==> src/rtl/conv1d_pkg.sv <==
// Shared types and sizes for the conv1d CFU datapath.
package conv1d_pkg;

    localparam int unsigned BYTE_SIZE      = 8;
    localparam int unsigned INT32_SIZE     = 32;
    localparam int unsigned BYTES_PER_WORD = 4;

    typedef logic [BYTE_SIZE-1:0]  byte_t;
    typedef logic [INT32_SIZE-1:0] word_t;

    typedef enum logic {
        FLUSH_IDLE,
        FLUSH_PENDING
    } flush_state_e;

endpackage

==> src/rtl/conv1d_output_packer_if.sv <==
// Producer/consumer bundle of the conv1d output packer.
interface conv1d_output_packer_if #(
    parameter int unsigned DEPTH = 16
);
    import conv1d_pkg::*;

    localparam int unsigned CNT_W = $clog2(DEPTH) + 1;

    logic             in_valid;
    byte_t            in_data;
    logic             in_ready;
    logic             flush;
    logic             flush_busy;
    logic             pop;
    word_t            out_data;
    logic             out_valid;
    logic [CNT_W-1:0] word_count;
    logic [1:0]       byte_idx;

    modport master (
        output in_valid, in_data, flush, pop,
        input  in_ready, flush_busy, out_data, out_valid, word_count, byte_idx
    );

    modport slave (
        input  in_valid, in_data, flush, pop,
        output in_ready, flush_busy, out_data, out_valid, word_count, byte_idx
    );

endinterface

==> src/rtl/word_fifo.sv <==
// First-word-fall-through circular word FIFO; push on full is taken only with a same-cycle pop.
module word_fifo #(
    parameter int unsigned DEPTH = 16,
    parameter int unsigned WIDTH = 32
) (
    input  logic                   clk,
    input  logic                   rst,
    input  logic                   push,
    input  logic [WIDTH-1:0]       wdata,
    input  logic                   pop,
    output logic [WIDTH-1:0]       rdata,
    output logic                   full,
    output logic                   empty,
    output logic [$clog2(DEPTH):0] count
);

    localparam int unsigned AW = $clog2(DEPTH);

    logic [WIDTH-1:0] mem [DEPTH];
    logic [AW:0]      wr_ptr_q;
    logic [AW:0]      rd_ptr_q;
    logic             do_push;
    logic             do_pop;

    assign empty   = (wr_ptr_q == rd_ptr_q);
    assign full    = (wr_ptr_q[AW] != rd_ptr_q[AW]) && (wr_ptr_q[AW-1:0] == rd_ptr_q[AW-1:0]);
    assign do_push = push && (!full || pop);
    assign do_pop  = pop && !empty;
    assign count   = wr_ptr_q - rd_ptr_q;
    assign rdata   = empty ? '0 : mem[rd_ptr_q[AW-1:0]];

    always_ff @(posedge clk or posedge rst) begin
        if (rst) begin
            wr_ptr_q <= '0;
            rd_ptr_q <= '0;
        end else begin
            if (do_push) wr_ptr_q <= wr_ptr_q + (AW+1)'(1);
            if (do_pop)  rd_ptr_q <= rd_ptr_q + (AW+1)'(1);
        end
    end

    // Storage carries no reset; validity comes from the pointers.
    always_ff @(posedge clk) begin
        if (do_push) mem[wr_ptr_q[AW-1:0]] <= wdata;
    end

endmodule

==> src/rtl/conv1d_output_packer.sv <==
// Packs int8 results little-endian into 32-bit words and queues them for the CPU,
// with padded flush of partial words and a pending state when the FIFO is full.
module conv1d_output_packer
    import conv1d_pkg::*;
#(
    parameter int unsigned DEPTH    = 16,
    parameter byte_t       PAD_BYTE = 8'h00
) (
    input  logic                         clk,
    input  logic                         rst,
    conv1d_output_packer_if.slave        bus
);

    flush_state_e state_q, state_d;
    word_t        pack_q, pack_d;
    word_t        pend_q, pend_d;
    logic [1:0]   byte_idx_q, byte_idx_d;

    logic         in_ready_c;
    logic         accept;
    logic [2:0]   lanes_used;
    word_t        merged;
    word_t        padded;
    word_t        push_word;
    logic         push;
    logic         fifo_full;
    logic         fifo_empty;
    logic         fifo_room;

    assign in_ready_c = !(byte_idx_q == 2'd3 && fifo_full && !bus.pop) && (state_q != FLUSH_PENDING);
    assign accept     = bus.in_valid && in_ready_c;
    assign fifo_room  = !fifo_full || bus.pop;
    assign lanes_used = {1'b0, byte_idx_q} + 3'(accept);

    // Current lanes with this cycle's byte merged in, and its padded form for flush.
    always_comb begin
        merged = pack_q;
        if (accept) merged[{byte_idx_q, 3'b000} +: BYTE_SIZE] = bus.in_data;
        for (int i = 0; i < int'(BYTES_PER_WORD); i++) begin
            padded[i*BYTE_SIZE +: BYTE_SIZE] = (3'(i) < lanes_used) ? merged[i*BYTE_SIZE +: BYTE_SIZE]
                                                                   : PAD_BYTE;
        end
    end

    always_comb begin
        state_d    = state_q;
        pack_d     = pack_q;
        pend_d     = pend_q;
        byte_idx_d = byte_idx_q;
        push       = 1'b0;
        push_word  = merged;
        case (state_q)
            FLUSH_IDLE: begin
                if (accept) begin
                    pack_d     = merged;
                    byte_idx_d = byte_idx_q + 2'd1;
                end
                if (accept && byte_idx_q == 2'd3) begin
                    push   = 1'b1;
                    pack_d = '0;
                end else if (bus.flush && lanes_used != 3'd0) begin
                    pack_d     = '0;
                    byte_idx_d = 2'd0;
                    if (fifo_room) begin
                        push      = 1'b1;
                        push_word = padded;
                    end else begin
                        pend_d  = padded;
                        state_d = FLUSH_PENDING;
                    end
                end
            end
            FLUSH_PENDING: begin
                push_word = pend_q;
                if (fifo_room) begin
                    push    = 1'b1;
                    state_d = FLUSH_IDLE;
                end
            end
            default: state_d = FLUSH_IDLE;
        endcase
    end

    always_ff @(posedge clk or posedge rst) begin
        if (rst) begin
            state_q    <= FLUSH_IDLE;
            pack_q     <= '0;
            pend_q     <= '0;
            byte_idx_q <= 2'd0;
        end else begin
            state_q    <= state_d;
            pack_q     <= pack_d;
            pend_q     <= pend_d;
            byte_idx_q <= byte_idx_d;
        end
    end

    word_fifo #(
        .DEPTH (DEPTH),
        .WIDTH (INT32_SIZE)
    ) u_fifo (
        .clk   (clk),
        .rst   (rst),
        .push  (push),
        .wdata (push_word),
        .pop   (bus.pop),
        .rdata (bus.out_data),
        .full  (fifo_full),
        .empty (fifo_empty),
        .count (bus.word_count)
    );

    assign bus.in_ready   = in_ready_c;
    assign bus.out_valid  = !fifo_empty;
    assign bus.flush_busy = (state_q == FLUSH_PENDING);
    assign bus.byte_idx   = byte_idx_q;

endmodule
==> src/flat_wrapper.sv <==
// flat-port wrapper written by rule: the top's interface ports become plain ports
module conv1d_output_packer_flat import conv1d_pkg::*;
#(
    parameter int unsigned DEPTH    = 16,
    parameter byte_t       PAD_BYTE = 8'h00
)
  (clk, rst, bus_in_valid, bus_in_data, bus_flush, bus_pop, bus_in_ready, bus_flush_busy, bus_out_data, bus_out_valid, bus_word_count, bus_byte_idx);
  conv1d_output_packer_if #(.DEPTH(DEPTH)) bus_i ();
  input  logic clk;
  input  logic rst;
  input wire logic [$bits(bus_i.in_valid)-1:0] bus_in_valid;
  input wire logic [$bits(bus_i.in_data)-1:0] bus_in_data;
  input wire logic [$bits(bus_i.flush)-1:0] bus_flush;
  input wire logic [$bits(bus_i.pop)-1:0] bus_pop;
  output wire logic [$bits(bus_i.in_ready)-1:0] bus_in_ready;
  output wire logic [$bits(bus_i.flush_busy)-1:0] bus_flush_busy;
  output wire logic [$bits(bus_i.out_data)-1:0] bus_out_data;
  output wire logic [$bits(bus_i.out_valid)-1:0] bus_out_valid;
  output wire logic [$bits(bus_i.word_count)-1:0] bus_word_count;
  output wire logic [$bits(bus_i.byte_idx)-1:0] bus_byte_idx;
  assign bus_i.in_valid = bus_in_valid;
  assign bus_i.in_data = bus_in_data;
  assign bus_i.flush = bus_flush;
  assign bus_i.pop = bus_pop;
  assign bus_in_ready = bus_i.in_ready;
  assign bus_flush_busy = bus_i.flush_busy;
  assign bus_out_data = bus_i.out_data;
  assign bus_out_valid = bus_i.out_valid;
  assign bus_word_count = bus_i.word_count;
  assign bus_byte_idx = bus_i.byte_idx;
  conv1d_output_packer #(.DEPTH(DEPTH), .PAD_BYTE(PAD_BYTE)) u_core (.clk(clk), .rst(rst), .bus(bus_i));
endmodule
==> config.mk <==
export PLATFORM = sky130hd
export DESIGN_NAME = conv1d_output_packer_flat
export DESIGN_NICKNAME = d
export VERILOG_FILES = /design/src/rtl/conv1d_pkg.sv /design/src/rtl/conv1d_output_packer_if.sv /design/src/rtl/word_fifo.sv /design/src/rtl/conv1d_output_packer.sv /design/src/flat_wrapper.sv
export SDC_FILE = /design/constraint.sdc
export NUM_CORES = 1
export LEC_CHECK = 0
export BUFFER_PORTS_ARGS = -buffer_cell sky130_fd_sc_hd__buf_4
export CAP_MARGIN = 40
export CORE_MARGIN = 2
export CORE_UTILIZATION = 62
export DETAILED_ROUTE_END_ITERATION = 8
export PLACE_DENSITY = 0.84
export SYNTH_ARGS = -nofsm -noshare
export SYNTH_HDL_FRONTEND = slang
export SYNTH_SLANG_ARGS = --single-unit
==> constraint.sdc <==
create_clock -name clk -period 8.5 [get_ports clk]
set_clock_uncertainty 0.2 [all_clocks]
set_input_delay 0.425 -clock clk [delete_from_list [all_inputs] [get_ports clk]]
set_output_delay 0.425 -clock clk [all_outputs]
set_load 0.03 [all_outputs]
After elaboration in Yosys (flattened, before gate mapping)
Memories as Yosys holds them, arrays and structs flattened.
Index checks and enable logic that the tools add are counted.
Cells by class
  add/subtract/negate cells: 6
  multipliers: 0
  divide/modulo/power cells: 0
  magnitude comparators: 4
  equal/unequal tests: 4
  shift-type cells: 2
  muxes and demuxes: 27
  bitwise gates (word level): 3
  reduce and logical (&&, ||, !) cells: 18
Operators with widths (number)
  $mux W32: 8
  $pmux W32 S2: 1
  $bwmux W32: 1
  $mux W8: 4
  $shift A8 B7 Y32 const A: 1
  $shiftx A8 B7 Y32: 1
  $add A5 B1 Y5 const B: 2
  $logic_and A1 B1 Y1: 9
  $mux W1: 8
  $neg A5 Y7: 1
  $lt A1 B3 Y1 const A: 2
  $lt A2 B3 Y1 const A: 2
  $mux W2: 3
  $reduce_bool A3 Y1: 2
  $eq A5 B5 Y1: 1
  $sub A5 B5 Y5: 1
  $eq A4 B4 Y1: 1
  $logic_not A1 Y1: 4
  $pmux W1 S2: 2
  $reduce_and A4 Y1: 1
  $add A2 B1 Y3: 1
  $not A1 Y1: 3
  $add A2 B1 Y2 const B: 1
  $eq A2 B2 Y1 const B: 1
  3 further kinds: 3
Storage, ports and cells
  bits in registers: 77
  latch bits: 0
  memory bits (writable): 512
  memory bits (read-only): 0
  bits of input ports: 13
  output and inout port bits: 42
  logic and storage cells: 71
  memories: 1
Memory list
  u_core.u_fifo.mem: depth 16, bits a word 32, read ports 1, clocked after Yosys merged registers in 0, write ports 1, line word_fifo.sv:19  | logic [WIDTH-1:0] mem [DEPTH];

Longest topological paths before layout
Gate-level depths: netlist of the first run.
  depth after elaboration: 16
  gate-level depth with buffers: 16
  mapped depth without buffers: 11

Cells and area by module
From an unflattened synthesis of the first run, not the netlist that was laid out.
Unflattened totals
  cells, all modules: 1294
  area, all modules: 24040.6 um^2
Modules (own cells, without submodules)
  word_fifo: instances 1, cells each 934, area an instance 20529.7 um^2, seq. area each 15625.0 um^2
  conv1d_output_packer: instances 1, cells each 360, area an instance 3510.9 um^2, seq. area each 1676.6 um^2

Worst setup path after synthesis of the first run
OpenSTA, ideal clock, no wires.
  kind: register to register
  from: register u_core.u_fifo.rd_ptr_q[3]
  to: memory u_core.u_fifo.mem[15][0] (enable)
  setup time: 0.519 ns
  arrival: 6.654 ns
  data required time: 7.781 ns
  slack: 1.127 ns
  cell stages (with the launch flop): 14
  buffers on the path: 3
  clock period less this slack: 7.373 ns
  path through: dfrtp_1 > clkinv_1 > buf_2 > buf_1 > ha_1 > and4_1 > clkbuf_1 > a31oi_1 > ha_1 > inv_1 > ha_1 > o31ai_1 > and3_1 > nor4b_1
Between the ends
  word-level cells in the longest chain between the ends: 16
  elaborated cells between the ends (all ways): 20
  those cells by class: 1 x add/sub; 1 x eq/ne; 6 x mux; 12 x reduce/logical
Ends and longest elaborated chain
  start: declaration: line word_fifo.sv:21  | logic [AW:0] rd_ptr_q;
  start signal: assignment: line word_fifo.sv:38  | if (do_pop) rd_ptr_q <= rd_ptr_q + (AW+1)'(1);
  $eq A4 B4 Y1 (*): line word_fifo.sv:26  | assign full = (wr_ptr_q[AW] != rd_ptr_q[AW]) && (wr_ptr_q[AW-1:0] == rd_ptr_q[AW-1:0]);
  $logic_and A1 B1 Y1 (*): line word_fifo.sv:26
  $logic_and A1 B1 Y1 (2 in a row): line conv1d_output_packer.sv:30  | assign in_ready_c = !(byte_idx_q == 2'd3 && fifo_full && !bus.pop) && (state_q != FLUSH_PENDING);
  $logic_not A1 Y1: line conv1d_output_packer.sv:30
  $logic_and A1 B1 Y1: line conv1d_output_packer.sv:30
  $logic_and A1 B1 Y1: line conv1d_output_packer.sv:31  | assign accept = bus.in_valid && in_ready_c;
  $add A2 B1 Y3: line conv1d_output_packer.sv:33  | assign lanes_used = {1'b0, byte_idx_q} + 3'(accept);
  $reduce_bool A3 Y1: line conv1d_output_packer.sv:61  | end else if (bus.flush && lanes_used != 3'd0) begin
  $logic_and A1 B1 Y1: line conv1d_output_packer.sv:61
  $mux W1: line conv1d_output_packer.sv:61
  $mux W1: line conv1d_output_packer.sv:58  | if (accept && byte_idx_q == 2'd3) begin
  $pmux W1 S2: line conv1d_output_packer.sv:52  | case (state_q)
  $logic_and A1 B1 Y1 (*): line word_fifo.sv:27  | assign do_push = push && (!full || pop);
  $mux W1 (*): line word_fifo.sv:44  | if (do_push) mem[wr_ptr_q[AW-1:0]] <= wdata;
  $mux W1 (not written as such) (*): line word_fifo.sv:44
  end: declaration: line word_fifo.sv:19
Mark *: on every way between the ends. The rest lies on a longest branch, timed or not.

Worst setup path after layout of the first run
  from: register u_core.u_fifo.rd_ptr_q[1]
  to: memory u_core.u_fifo.mem[13][3] (enable)
The elaborated chain is that of the path after synthesis.

==> results of run 1 <==
==> sequential cells by signal, indices dropped and copies added (netlist names) <==
name                    flops
u_core.u_fifo.mem         512
u_core.pack_q              32
u_core.bus.byte_idx         2
u_core.bus.flush_busy       1
u_core.u_fifo.rd_ptr_q      5
u_core.pend_q              32
u_core.u_fifo.wr_ptr_q      5
==> layout by cell type (no fill, tap or decap), types with 9 or more instances in the layout <==
| cell type | Yosys | layout |
|---|---|---|
| ha_1 | 17 | 17 |
| nor2b_1 | 11 | 9 |
| nand2_1 | 65 | 63 |
| nor4_1 | 24 | 24 |
| a22o_1 | 24 | 24 |
| clkinv_1 | 2 | 15 |
| buf_4 | 1 | 109 |
| a211oi_1 | 23 | 23 |
| edfxtp_1 | 512 | 512 |
| nor2_4 | 0 | 9 |
| dlygate4sd3_1 | 0 | 9 |
| a21boi_0 | 24 | 24 |
| nand4_1 | 9 | 9 |
| mux4_2 | 128 | 128 |
| clkinv_2 | 0 | 10 |
| o22ai_1 | 33 | 33 |
| mux2i_1 | 65 | 65 |
| inv_1 | 15 | 14 |
| o21ai_0 | 33 | 33 |
| dfrtp_1 | 77 | 75 |
| clkbuf_16 | 0 | 55 |
| nand3_1 | 12 | 12 |
| o2bb2ai_1 | 31 | 31 |
==> power by group through the flow <==
stage / registers [W] / clock network [W] / logic [W]
finish: 0.00366 / 0.00250 / 0.00334
global route: 0.00368 / 0.00261 / 0.00349
CTS: 0.00365 / 0.00251 / 0.00331
detailed placement: 0.00370 / 0 / 0.00323
global placement: 0.00377 / 0 / 0.00298
floorplan: 0.00361 / 0 / 0.00223
==> cells in the mapped netlist (9+ instances only) <==
cell	instances	area (µm²)
mux4_2	128	2880
nand3_1	12	60.1
nor2b_1	11	68.8
ha_1	17	213
edfxtp_1	512	15400
a211oi_1	23	173
a22o_1	24	210
nor2_1	15	56.3
a21boi_0	24	180
o22ai_1	33	206
nand2_1	65	244
o2bb2ai_1	31	272
buf_2	30	150
nor4_1	24	150
dfrtp_1	77	1930
nand4_1	9	56.3
mux2i_1	65	651
inv_1	15	56.3
o21ai_0	33	165
xnor2_1	9	78.8
buf_1	10	37.5
clkbuf_1	35	131
==> path summary, 6_finish.rpt <==
kind / cells after the start / slack (ns) / end
max: 13 / 3.05 / u_core.u_fifo.mem[13][3]
min: 3 / 0.04 / u_core.bus.byte_idx[0]
max reg2reg: 13 / 3.05 / u_core.u_fifo.mem[13][3]
min reg2reg: 1 / 0.29 / u_core.pend_q[0]
max in group asynchronous: 5 / 7.18 / u_core.u_fifo.rd_ptr_q[0]
min in group asynchronous: 4 / 0.30 / u_core.pack_q[26]
==> cell families (layout without fill, tap and decap cells) <==
| logic type | count (synthesis) | after routing | share of synthesized area [%] |
|---|---|---|---|
| flops | 589 | 589 | 72.2 |
| fa+ha+maj | 18 | 18 | 0.972 |
| mux | 195 | 195 | 14.8 |
| compound gates | 204 | 204 | 6.24 |
| xor+xnor | 13 | 13 | 0.475 |
| buf+inv | 93 | 253 | 1.63 |
| simple gates | 168 | 168 | 3.59 |
==> layout make-up <==
cell class	instances	area (µm²)	share of cell area, %
multi-input combinational	598	6380	23.3
sequential	589	17300	63.2
clock inverter	40	384	1.40
inverter	17	66.3	0.242
timing repair buffer	134	1200	4.39
tap	511	639	2.33
clock buffer	62	1410	5.16
==> metal layers <==
metal,wire (µm),vias up
met5,0,-
met1,22100,7063
li1,-,5491
met2,29900,1108
met4,1860,0
met3,6800,164
==> stage by stage <==
step,cells,area [µm²],util (%),hold WS (ns),power [W]
after detailed placement,1836,25500,67.3,0.274,0.00693
final,1951,27400,72.4,0.0444,0.00949
after CTS,1947,27400,72.3,0.0249,0.00947
after floorplan,1280,23900,-,0.256,0.00584
after global routing,1951,27400,72.4,0.0410,0.00977
after global placement,1817,25200,66.5,0.270,0.00674
==> tightest hold or removal path, delay by kind of cell <==
kind,cells,cell delay (ns)
multiplexers,1,0.15
buffers and inverters,1,0.13
AO/OA/AOI/OAI,1,0.11
==> summary.txt, run 1 <==
Clock network
  • Worst-path clk slew: 0.06 ns
  • TritonCTS Sinks: 589
  • CTS tree: built
  • CTS root buf: clkbuf_16
  • CTS Hold Bufs: 9
  • Depth of the CTS H-tree: 2
  • TritonCTS Buffers: 55
  • Post_cts resized: 0
  • Setup Buffers After CTS: 0
  • Worst skew pair latency: 0.61 ns
  • Max Root-Sink Buffers: 3

Timing
  • Tmin final: 5.45 ns
  • RSZ-0062 raised after global routing: false
  • Max Clock Freq: 0.183 GHz
  • Final Hold Vio Count: 0
  • Worst-margin pin slew: 1.00 ns
  • Tcrit/Tclk final: 64.1%
  • Final Max Slew Viols: 0
  • Worst slew margin: 32.5%
  • Setup tns final: 0 ns
  • Final WS setup: 3.05 ns
  • Endpoints failing setup: 0

Run status
  • Status: finished clean

Hold path
  • Hold path start: bus_flush
  • Hold Crit Class: in2reg

Route
  • 1st-iter DRT viols: 1942
  • Remaining antenna violation count after routing: 0
  • DRT Pass-1 Iters: 7
  • DR vias: 13.8k
  • Via density: 7.09
  • Avg WL per Cell: 31.1 µm
  • Post-route DRC: 0
  • Detailed Route WL: 60.7 mm

Worst setup path
  • Crit path buffers/inverters: 4
  • Worst path most repeated cell: ha_1
  • Delay-heaviest family, CP: simple AND/OR/NAND/NOR gates
  • Largest stage delay, worst path: 0.72 ns
  • CP max FO: 45
  • FF-to-FF Start: u_core.u_fifo.rd_ptr_q[1]
  • Arrival @ worst endpoint: 5.55 ns
  • Startpoint Class: flip-flop
  • Worst path slowest cell: dfrtp_4
  • Worst path cell trace: buf_16, inv_1, ha_1, and4_1, a31oi_1, ha_1, inv_1, ha_1, o31ai_1, nand3_1, nand3_1, nor2_4, buf_4
  • Worst EP required: 8.60 ns
  • Endpoint class of the critical path: flip-flop
  • Worst setup path start: u_core.u_fifo.rd_ptr_q[1]
  • Crit path kind: reg2reg

Power and ir drop
  • Switching fraction of total power: 34.7%
  • Pint: 0.00620 W
  • Pwr Density: 347 nW/µm²
  • Peak VDD IR: 0.251 mV
  • Pleak: 9.22 nW
  • Clock network power share: 26.3%
  • Sw Pwr: 0.00329 W
  • Power share of the combinational group: 35.1%
  • Seq pwr share: 38.5%

Synthesis
  • Netlist cell types: 51
  • Synthesized cell area: 23900 µm²
  • Syn Inst Count: 1280
  • Post-synth EDFFs: 512
  • Mapped Nets: 1311
  • Yosys reg bits: 589
  • Post-synthesis sequential area ratio: 72.2%
  • Synthesized area per cell: 18.7 µm²
  • Synth warn: 0
  • Most common flop cell mapped by yosys: edfxtp_1
  • Ys async rst share: 13.1%

Global routing
  • Initial antenna violation count: 0
  • Met2 global-route usage: 49.8%
  • GRT busiest layer: met2
  • First-pass GRT wire length: 91.5 mm
  • Remaining global-route overflow: 0
  • M1 GR Usage: 43.7%
  • GRT Overall Usage: 30.8%
  • Largest net degree at the start of global routing: 46
  • Number of global-route vias before repair: 14.0k
  • Met3 usage: 6.09%

Floorplan
  • Core area: 37800 µm²
  • Die Y: 201 µm
  • Die X: 201 µm
  • Die footprint: 40200 µm²
  • Initial Utilization: 63.3%
  • Io pins: 55
  • Rows: 71

Flow run
  • Maxcap violations: 0

Cells and area
  • Nets: 1426
  • Area growth, synth to finish: 14.4%
  • ANT cells: 0
  • Filler cell count: 2138
  • Share of post-route cells with drive strength above 1: 25.4%

Place
  • Placer congestion estimate: 0.921
  • Hpwl dp: 32.8 mm
  • Worst slack, placed: 2.95 ns
  • Port bufs: 54
(Power assumes the default switching activity.)
==> run 2, diff against run 1 <==
--- a/config.mk
+++ b/config.mk
@@ -8,9 +8,9 @@
 export BUFFER_PORTS_ARGS = -buffer_cell sky130_fd_sc_hd__buf_4
 export CAP_MARGIN = 40
 export CORE_MARGIN = 2
-export CORE_UTILIZATION = 62
+export CORE_UTILIZATION = 56
 export DETAILED_ROUTE_END_ITERATION = 8
-export PLACE_DENSITY = 0.84
+export PLACE_DENSITY = 0.8
 export SYNTH_ARGS = -nofsm -noshare
 export SYNTH_HDL_FRONTEND = slang
 export SYNTH_SLANG_ARGS = --single-unit
==> constraint.sdc (replaced) <==
create_clock -name clk -period 4.9 [get_ports clk]
set_clock_uncertainty 0.2 [all_clocks]
set_input_delay 0.245 -clock clk [delete_from_list [all_inputs] [get_ports clk]]
set_output_delay 0.245 -clock clk [all_outputs]
set_load 0.03 [all_outputs]
==> summary.txt, run 2 (synthesized netlist as in run 1, its figures left out) <==
Route
  • 1st-iter DRT viols: 1398 (was 1942)
  • Post-route DRC: 0 (unchanged)
  • Remaining antenna violation count after routing: 0 (unchanged)
  • Detailed Route WL: 55.3 mm (was 60.7 mm)
  • Via density: 6.60 (was 7.09)
  • DR vias: 13.1k (was 13.8k)
  • DRT Pass-1 Iters: 5 (was 7)
  • Avg WL per Cell: 27.8 µm (was 31.1 µm)

Power and ir drop
  • Switching fraction of total power: 33.7% (was 34.7%)
  • Pleak: 9.32 nW (was 9.22 nW)
  • Pint: 0.0110 W (was 0.00620 W)
  • Power share of the combinational group: 34.9% (was 35.1%)
  • Pwr Density: 600 nW/µm² (was 347 nW/µm²)
  • Seq pwr share: 37.5% (was 38.5%)
  • Peak VDD IR: 0.614 mV (was 0.251 mV)
  • Sw Pwr: 0.00559 W (was 0.00329 W)
  • Clock network power share: 27.6% (was 26.3%)

Floorplan
  • Io pins: 55 (unchanged)
  • Die footprint: 44400 µm² (was 40200 µm²)
  • Rows: 75 (was 71)
  • Die Y: 211 µm (was 201 µm)
  • Core area: 42000 µm² (was 37800 µm²)
  • Initial Utilization: 57.0% (was 63.3%)
  • Die X: 211 µm (was 201 µm)

Worst setup path
  • Arrival @ worst endpoint: 4.29 ns (was 5.55 ns)
  • FF-to-FF End: u_core.u_fifo.mem[0][12] (was u_core.u_fifo.mem[13][3])
  • Largest stage delay, worst path: 0.58 ns (was 0.72 ns)
  • CP max FO: 23 (was 45)
  • Endpoint class of the critical path: flip-flop (unchanged)
  • FF-to-FF path depth: 12 (was 13)
  • Startpoint Class: flip-flop (unchanged)
  • Crit path kind: reg2reg (unchanged)
  • Worst path most repeated cell: ha_1 (unchanged)
  • FF-to-FF Start: u_core.u_fifo.wr_ptr_q[0] (was u_core.u_fifo.rd_ptr_q[1])
  • Worst path cell trace: inv_1, ha_1, and4_1, a31oi_1, ha_1, inv_1, ha_1, o31ai_1, nand3_1, nand3_1, nor3_4, buf_4 (was buf_16, inv_1, ha_1, and4_1, a31oi_1, ha_1, inv_1, ha_1, o31ai_1, nand3_1, nand3_1, nor2_4, buf_4)
  • Reg2Reg Setup Slack: 0.66 ns (was 3.05 ns)
  • Worst EP required: 4.95 ns (was 8.60 ns)
  • Worst path slowest cell: nor3_4 (was dfrtp_4)

Cells and area
  • Area growth, synth to finish: 15.4% (was 14.4%)
  • Most common cell after layout, fill and taps aside: edfxtp_1 (unchanged)
  • Commonest cells after routing, fill and taps aside: 512 x edfxtp_1, 128 x mux4_2, 118 x buf_4, 75 x dfrtp_1, 65 x mux2i_1 (was 512 x edfxtp_1, 128 x mux4_2, 109 x buf_4, 75 x dfrtp_1, 65 x mux2i_1)
  • Share of post-route cells with drive strength above 1: 26.0% (was 25.4%)
  • ANT cells: 0 (unchanged)
  • Final Cell Area: 27600 µm² (was 27400 µm²)
  • Nets: 1432 (was 1426)
  • Max reg flops: 512 (unchanged)

Clock network
  • Setup Buffers After CTS: 0 (unchanged)
  • CTS Hold Bufs: 12 (was 9)
  • CTS tree: built (unchanged)
  • Worst-path clk slew: 0.07 ns (was 0.06 ns)
  • Max Root-Sink Buffers: 3 (unchanged)
  • Worst skew pair latency: 0.61 ns (about the same)
  • Depth of the CTS H-tree: 2 (unchanged)
  • Post_cts resized: 0 (unchanged)
  • CTS root buf: clkbuf_16 (unchanged)
  • TritonCTS Buffers: 55 (unchanged)
  • TritonCTS Sinks: 589 (unchanged)

Timing
  • Tmin final: 4.24 ns (was 5.45 ns)
  • Final Max Slew Viols: 0 (unchanged)
  • Worst slew margin: 37.5% (was 32.5%)
  • Endpoints failing setup: 0 (unchanged)
  • Final WS setup: 0.664 ns (was 3.05 ns)
  • Final Hold Vio Count: 0 (unchanged)
  • RSZ-0062 raised after global routing: false (unchanged)
  • Max Clock Freq: 0.236 GHz (was 0.183 GHz)
  • Worst-margin pin slew: 0.928 ns (was 1.00 ns)
  • Tcrit/Tclk final: 86.5% (was 64.1%)

Place
  • Placer congestion estimate: 0.894 (was 0.921)
  • Worst slack, placed: 0.737 ns (was 2.95 ns)
  • Placed instance area: 25600 µm² (was 25500 µm²)
  • Hpwl dp: 31.3 mm (was 32.8 mm)
  • Port bufs: 54 (unchanged)

Global routing
  • Number of global-route vias before repair: 13.4k (was 14.0k)
  • Remaining global-route overflow: 0 (unchanged)
  • GRT Overall Usage: 25.9% (was 30.8%)
  • Largest net degree at the start of global routing: 96 (was 46)
  • First-pass GRT wire length: 84.6 mm (was 91.5 mm)
  • Initial antenna violation count: 0 (unchanged)

Hold path
  • Hold Crit Class: in2async (was in2reg)

Run status
  • Status: finished clean (unchanged)

Flow run
  • Maxcap violations: 0 (unchanged)
-- run 2: cell type report --
cell class / count / area [µm²]
inverters: 17 / 66.3
repair buffers: 140 / 1210
fillers: 2646 / 14400
clock buffers: 62 / 1400
multi-input cells: 598 / 6420
well taps: 539 / 674
clock inverters: 42 / 552
flip-flops and latches: 589 / 17300
-- run 2: worst max-delay path: cells and delay by family (launching register included) --
kind                     cells  cell delay (ns)
AND/OR/NAND/NOR              4             1.41
adder cells (fa/ha/maj)      3             0.87
buffers and inverters        3             0.69
flip-flops                   1             0.39
AO/OA/AOI/OAI                2             0.29
-- run 2: worst max path at each step --
stage,start,to,slack [ns],depth (start not counted)
floorplan,u_core.u_fifo.rd_ptr_q[1],u_core.u_fifo.mem[12][0],-0.31,15
global placement,u_core.u_fifo.wr_ptr_q[0],u_core.u_fifo.mem[0][9],0.83,12
detailed placement,u_core.u_fifo.wr_ptr_q[0],u_core.u_fifo.mem[0][8],0.74,12
CTS,u_core.u_fifo.wr_ptr_q[0],u_core.u_fifo.mem[0][12],0.66,12
global route,u_core.u_fifo.wr_ptr_q[0],u_core.u_fifo.mem[10][2],0.39,12
finish,u_core.u_fifo.wr_ptr_q[0],u_core.u_fifo.mem[0][12],0.66,12
-- run 2: power by group through the flow --
| stage | Clock (W) | Sequential [W] | Combinational, W |
|---|---|---|---|
| detailed placement | 0 | 0.00630 | 0.00572 |
| global placement | 0 | 0.00626 | 0.00554 |
| CTS | 0.00463 | 0.00622 | 0.00581 |
| global route | 0.00480 | 0.00625 | 0.00610 |
| finish | 0.00458 | 0.00622 | 0.00578 |
| floorplan | 0 | 0.00626 | 0.00388 |
-- run 2: metal layers --
metal	wire length, µm	track usage [%]
met5	0	0
met4	1460	7.77
met3	4780	5.68
met2	27300	42.0
met1	21800	35.7
-- run 2: metrics by stage --
stage	hold slack, ns	total power, W	utilization [%]	setup TNS [ns]	instances
final	0.100	0.0166	65.7	0	1987
after global routing	0.152	0.0172	65.7	0	1987
after CTS	0.125	0.0167	65.7	0	1987
after detailed placement	0.215	0.0120	60.8	0	1871
after global placement	0.203	0.0118	60.4	0	1862
after floorplan	0.185	0.0101	-	-113.77	1280
==> run 3, diff against run 2 <==
--- a/config.mk
+++ b/config.mk
@@ -8,9 +8,10 @@
 export BUFFER_PORTS_ARGS = -buffer_cell sky130_fd_sc_hd__buf_4
 export CAP_MARGIN = 40
 export CORE_MARGIN = 2
-export CORE_UTILIZATION = 56
+export CORE_UTILIZATION = 25
 export DETAILED_ROUTE_END_ITERATION = 8
-export PLACE_DENSITY = 0.8
+export PLACE_DENSITY = 0.45
+export REMOVE_ABC_BUFFERS = 1
 export SYNTH_ARGS = -nofsm -noshare
 export SYNTH_HDL_FRONTEND = slang
 export SYNTH_SLANG_ARGS = --single-unit
==> summary.txt, run 3 (synthesized netlist as in run 1, its figures left out) <==
Cells and area
  • Filler cell count: 9306 (was 2646)
  • ANT cells: 0 (unchanged)
  • Commonest cells after routing, fill and taps aside: 512 x edfxtp_1, 128 x mux4_2, 125 x buf_4, 75 x dfrtp_1, 66 x clkbuf_16 (was 512 x edfxtp_1, 128 x mux4_2, 118 x buf_4, 75 x dfrtp_1, 65 x mux2i_1)
  • Max reg flops: 512 (unchanged)
  • Nets: 1446 (was 1432)
  • Final Cell Area: 28500 µm² (was 27600 µm²)
  • Sequential Area: 17300 µm² (unchanged)
  • Most common cell after layout, fill and taps aside: edfxtp_1 (unchanged)
  • Area occupied by multi-input gates: 6380 µm² (was 6420 µm²)
  • Share of post-route cells with drive strength above 1: 25.4% (was 26.0%)
  • Area growth, synth to finish: 19.2% (was 15.4%)
  • Core Util, Final: 30.0% (was 65.7%)

Run status
  • Status: finished clean (unchanged)

Worst setup path
  • Worst path most repeated cell: ha_1 (unchanged)
  • Worst setup path end: u_core.u_fifo.mem[12][6] (was u_core.u_fifo.mem[0][12])
  • Largest stage delay, worst path: 0.60 ns (was 0.58 ns)
  • Worst path slowest cell: o31ai_1 (was nor3_4)
  • FF-to-FF path depth: 12 (unchanged)
  • FF-to-FF Start: u_core.u_fifo.wr_ptr_q[2] (was u_core.u_fifo.wr_ptr_q[0])
  • Worst path cell trace: ha_1, and4_1, a31oi_1, buf_4, ha_1, inv_1, ha_1, o31ai_1, nand3_1, nand3_1, nor2_4, buf_4 (was inv_1, ha_1, and4_1, a31oi_1, ha_1, inv_1, ha_1, o31ai_1, nand3_1, nand3_1, nor3_4, buf_4)
  • CP max FO: 17 (was 23)
  • Endpoint class of the critical path: flip-flop (unchanged)
  • Reg2Reg Setup Slack: 0.41 ns (was 0.66 ns)
  • Arrival @ worst endpoint: 4.62 ns (was 4.29 ns)
  • Worst setup path start: u_core.u_fifo.wr_ptr_q[2] (was u_core.u_fifo.wr_ptr_q[0])
  • FF-to-FF End: u_core.u_fifo.mem[12][6] (was u_core.u_fifo.mem[0][12])
  • Crit path kind: reg2reg (unchanged)
  • Worst EP required: 5.03 ns (was 4.95 ns)
  • Startpoint Class: flip-flop (unchanged)

Global routing
  • GRT Overall Usage: 13.0% (was 25.9%)
  • Initial antenna violation count: 5 (was 0)
  • First-pass GRT wire length: 93.2 mm (was 84.6 mm)
  • Largest net degree at the start of global routing: 133 (was 96)
  • Number of global-route vias before repair: 13.3k (was 13.4k)
  • Remaining global-route overflow: 0 (unchanged)

Floorplan
  • Rows: 113 (was 75)
  • Die Y: 314 µm (was 211 µm)
  • Initial Utilization: 25.2% (was 57.0%)
  • Die footprint: 98300 µm² (was 44400 µm²)
  • Io pins: 55 (unchanged)
  • Die X: 314 µm (was 211 µm)
  • Core area: 95000 µm² (was 42000 µm²)

Clock network
  • Max Root-Sink Buffers: 3 (unchanged)
  • CTS root buf: clkbuf_16 (unchanged)
  • Setup Buffers After CTS: 0 (unchanged)
  • Post_cts resized: 0 (unchanged)
  • Worst-path clk slew: 0.06 ns (was 0.07 ns)
  • CTS tree: built (unchanged)
  • Worst skew pair latency: 0.60 ns (was 0.61 ns)
  • TritonCTS Buffers: 66 (was 55)
  • Depth of the CTS H-tree: 3 (was 2)
  • TritonCTS Sinks: 589 (unchanged)

Route
  • Detailed Route WL: 63.5 mm (was 55.3 mm)
  • Avg WL per Cell: 23.3 µm (was 27.8 µm)
  • Remaining antenna violation count after routing: 0 (unchanged)
  • Post-route DRC: 0 (unchanged)
  • 1st-iter DRT viols: 1271 (was 1398)
  • DRT Pass-1 Iters: 6 (was 5)
  • Via density: 4.65 (was 6.60)
  • DR vias: 12.7k (was 13.1k)

Timing
  • Final Hold Vio Count: 0 (unchanged)
  • Worst-margin pin slew: 0.937 ns (was 0.928 ns)
  • RSZ-0062 raised after global routing: false (unchanged)
  • Max Clock Freq: 0.223 GHz (was 0.236 GHz)
  • Tmin final: 4.49 ns (was 4.24 ns)
  • Setup tns final: 0 ns (unchanged)
  • Worst slew margin: 37.6% (was 37.5%)
  • Final Max Slew Viols: 0 (unchanged)
  • Tcrit/Tclk final: 91.6% (was 86.5%)
  • Endpoints failing setup: 0 (unchanged)
  • Smallest hold slack: 0.0581 ns (was 0.100 ns)

Power and ir drop
  • Total power: 0.0170 W (was 0.0166 W)
  • Pwr Density: 594 nW/µm² (was 600 nW/µm²)
  • Peak VDD IR: 0.620 mV (was 0.614 mV)
  • Pleak: 9.34 nW (was 9.32 nW)

Hold path
  • Hold Crit Class: in2async (unchanged)

Place
  • Port bufs: 54 (unchanged)
  • Placer congestion estimate: 0.766 (was 0.894)
  • Placed instance area: 26400 µm² (was 25600 µm²)
  • Hpwl dp: 38.5 mm (was 31.3 mm)

Flow run
  • Maxcap violations: 0 (unchanged)
[run 3: cell count changes in the layout (fill, tap and decap cells not counted), moves of 5 or more]
| cell | delta |
|---|---|
| buf_4 | +7 |
| bufinv_16 | -7 |
| clkbuf_1 | +15 |
| clkbuf_16 | +11 |
| clkinv_1 | +6 |
| clkinv_2 | -6 |
| o21ai_0 | -5 |
| o21ai_1 | +5 |
[run 3: layer usage]
metal  wire [µm]  GRT usage [%]  share of wire (%)  vias to the layer above
met5           7              0              0.011                        -
met4        1420           4.21                2.2                        2
met3        2750           2.18                4.3                       80
met2       29700           20.4                 47                      325
met1       29600           18.3                 47                     6736
li1            -              -                  -                     5545
[run 3: what timing repair did]
item / CTS / global route
hold buffers: 11 / 0
endpoints found under the hold margin: 69 / 0
setup endpoints to repair: 0 / 0
[run 3: how the worst min path moves through the flow]
| stage | startpoint | end | slack, ns | depth (start not counted) |
|---|---|---|---|---|
| global placement | rst | u_core.pack_q[29] | 0.16 | 2 |
| floorplan | bus_in_data[0] | u_core.pack_q[0] | 0.18 | 1 |
| global route | bus_in_valid | u_core.u_fifo.wr_ptr_q[1] | 0.08 | 5 |
| detailed placement | rst | u_core.pack_q[29] | 0.17 | 2 |
| CTS | bus_in_valid | u_core.u_fifo.wr_ptr_q[1] | 0.02 | 5 |
| finish | rst | u_core.bus.byte_idx[1] | 0.06 | 3 |
[run 3: report_power, final]
part,leakage (nW),internal [W],switching (W),total (W)
clock network,0.985,0.00273,0.00201,0.00474
registers,5.63,0.00603,0.000193,0.00622
logic,2.72,0.00226,0.00374,0.00600
total,9.34,0.0110,0.00594,0.0170
[run 3: critical path: cells and delay by family, from the launching register on]
kind	cells	cell delay [ns]
AND/OR/NAND/NOR	4	1.34
adder cells (fa/ha/maj)	3	0.87
AO/OA/AOI/OAI	2	0.71
buffers and inverters	3	0.53
flip-flops	1	0.52
[run 3: layout make-up]
| type | instances | share of cell area (%) |
|---|---|---|
| inverters | 17 | 0.237 |
| well taps | 1265 | 5.55 |
| multi-input cells | 598 | 22.3 |
| clock buffers | 88 | 6.08 |
| repair buffers | 143 | 4.03 |
| clock inverters | 29 | 1.11 |
| flip-flops and latches | 589 | 60.6 |
[run 3: stage by stage]
| stage | instances | setup slack [ns] |
|---|---|---|
| 2_1_floorplan | 1204 | -6.60 |
| 3_3_place_gp | 2593 | 0.490 |
| 3_5_place_dp | 2601 | 0.437 |
| 4_1_cts | 2729 | 0.431 |
| 5_1_grt | 2729 | 0.120 |
| 6_report | 2729 | 0.410 |
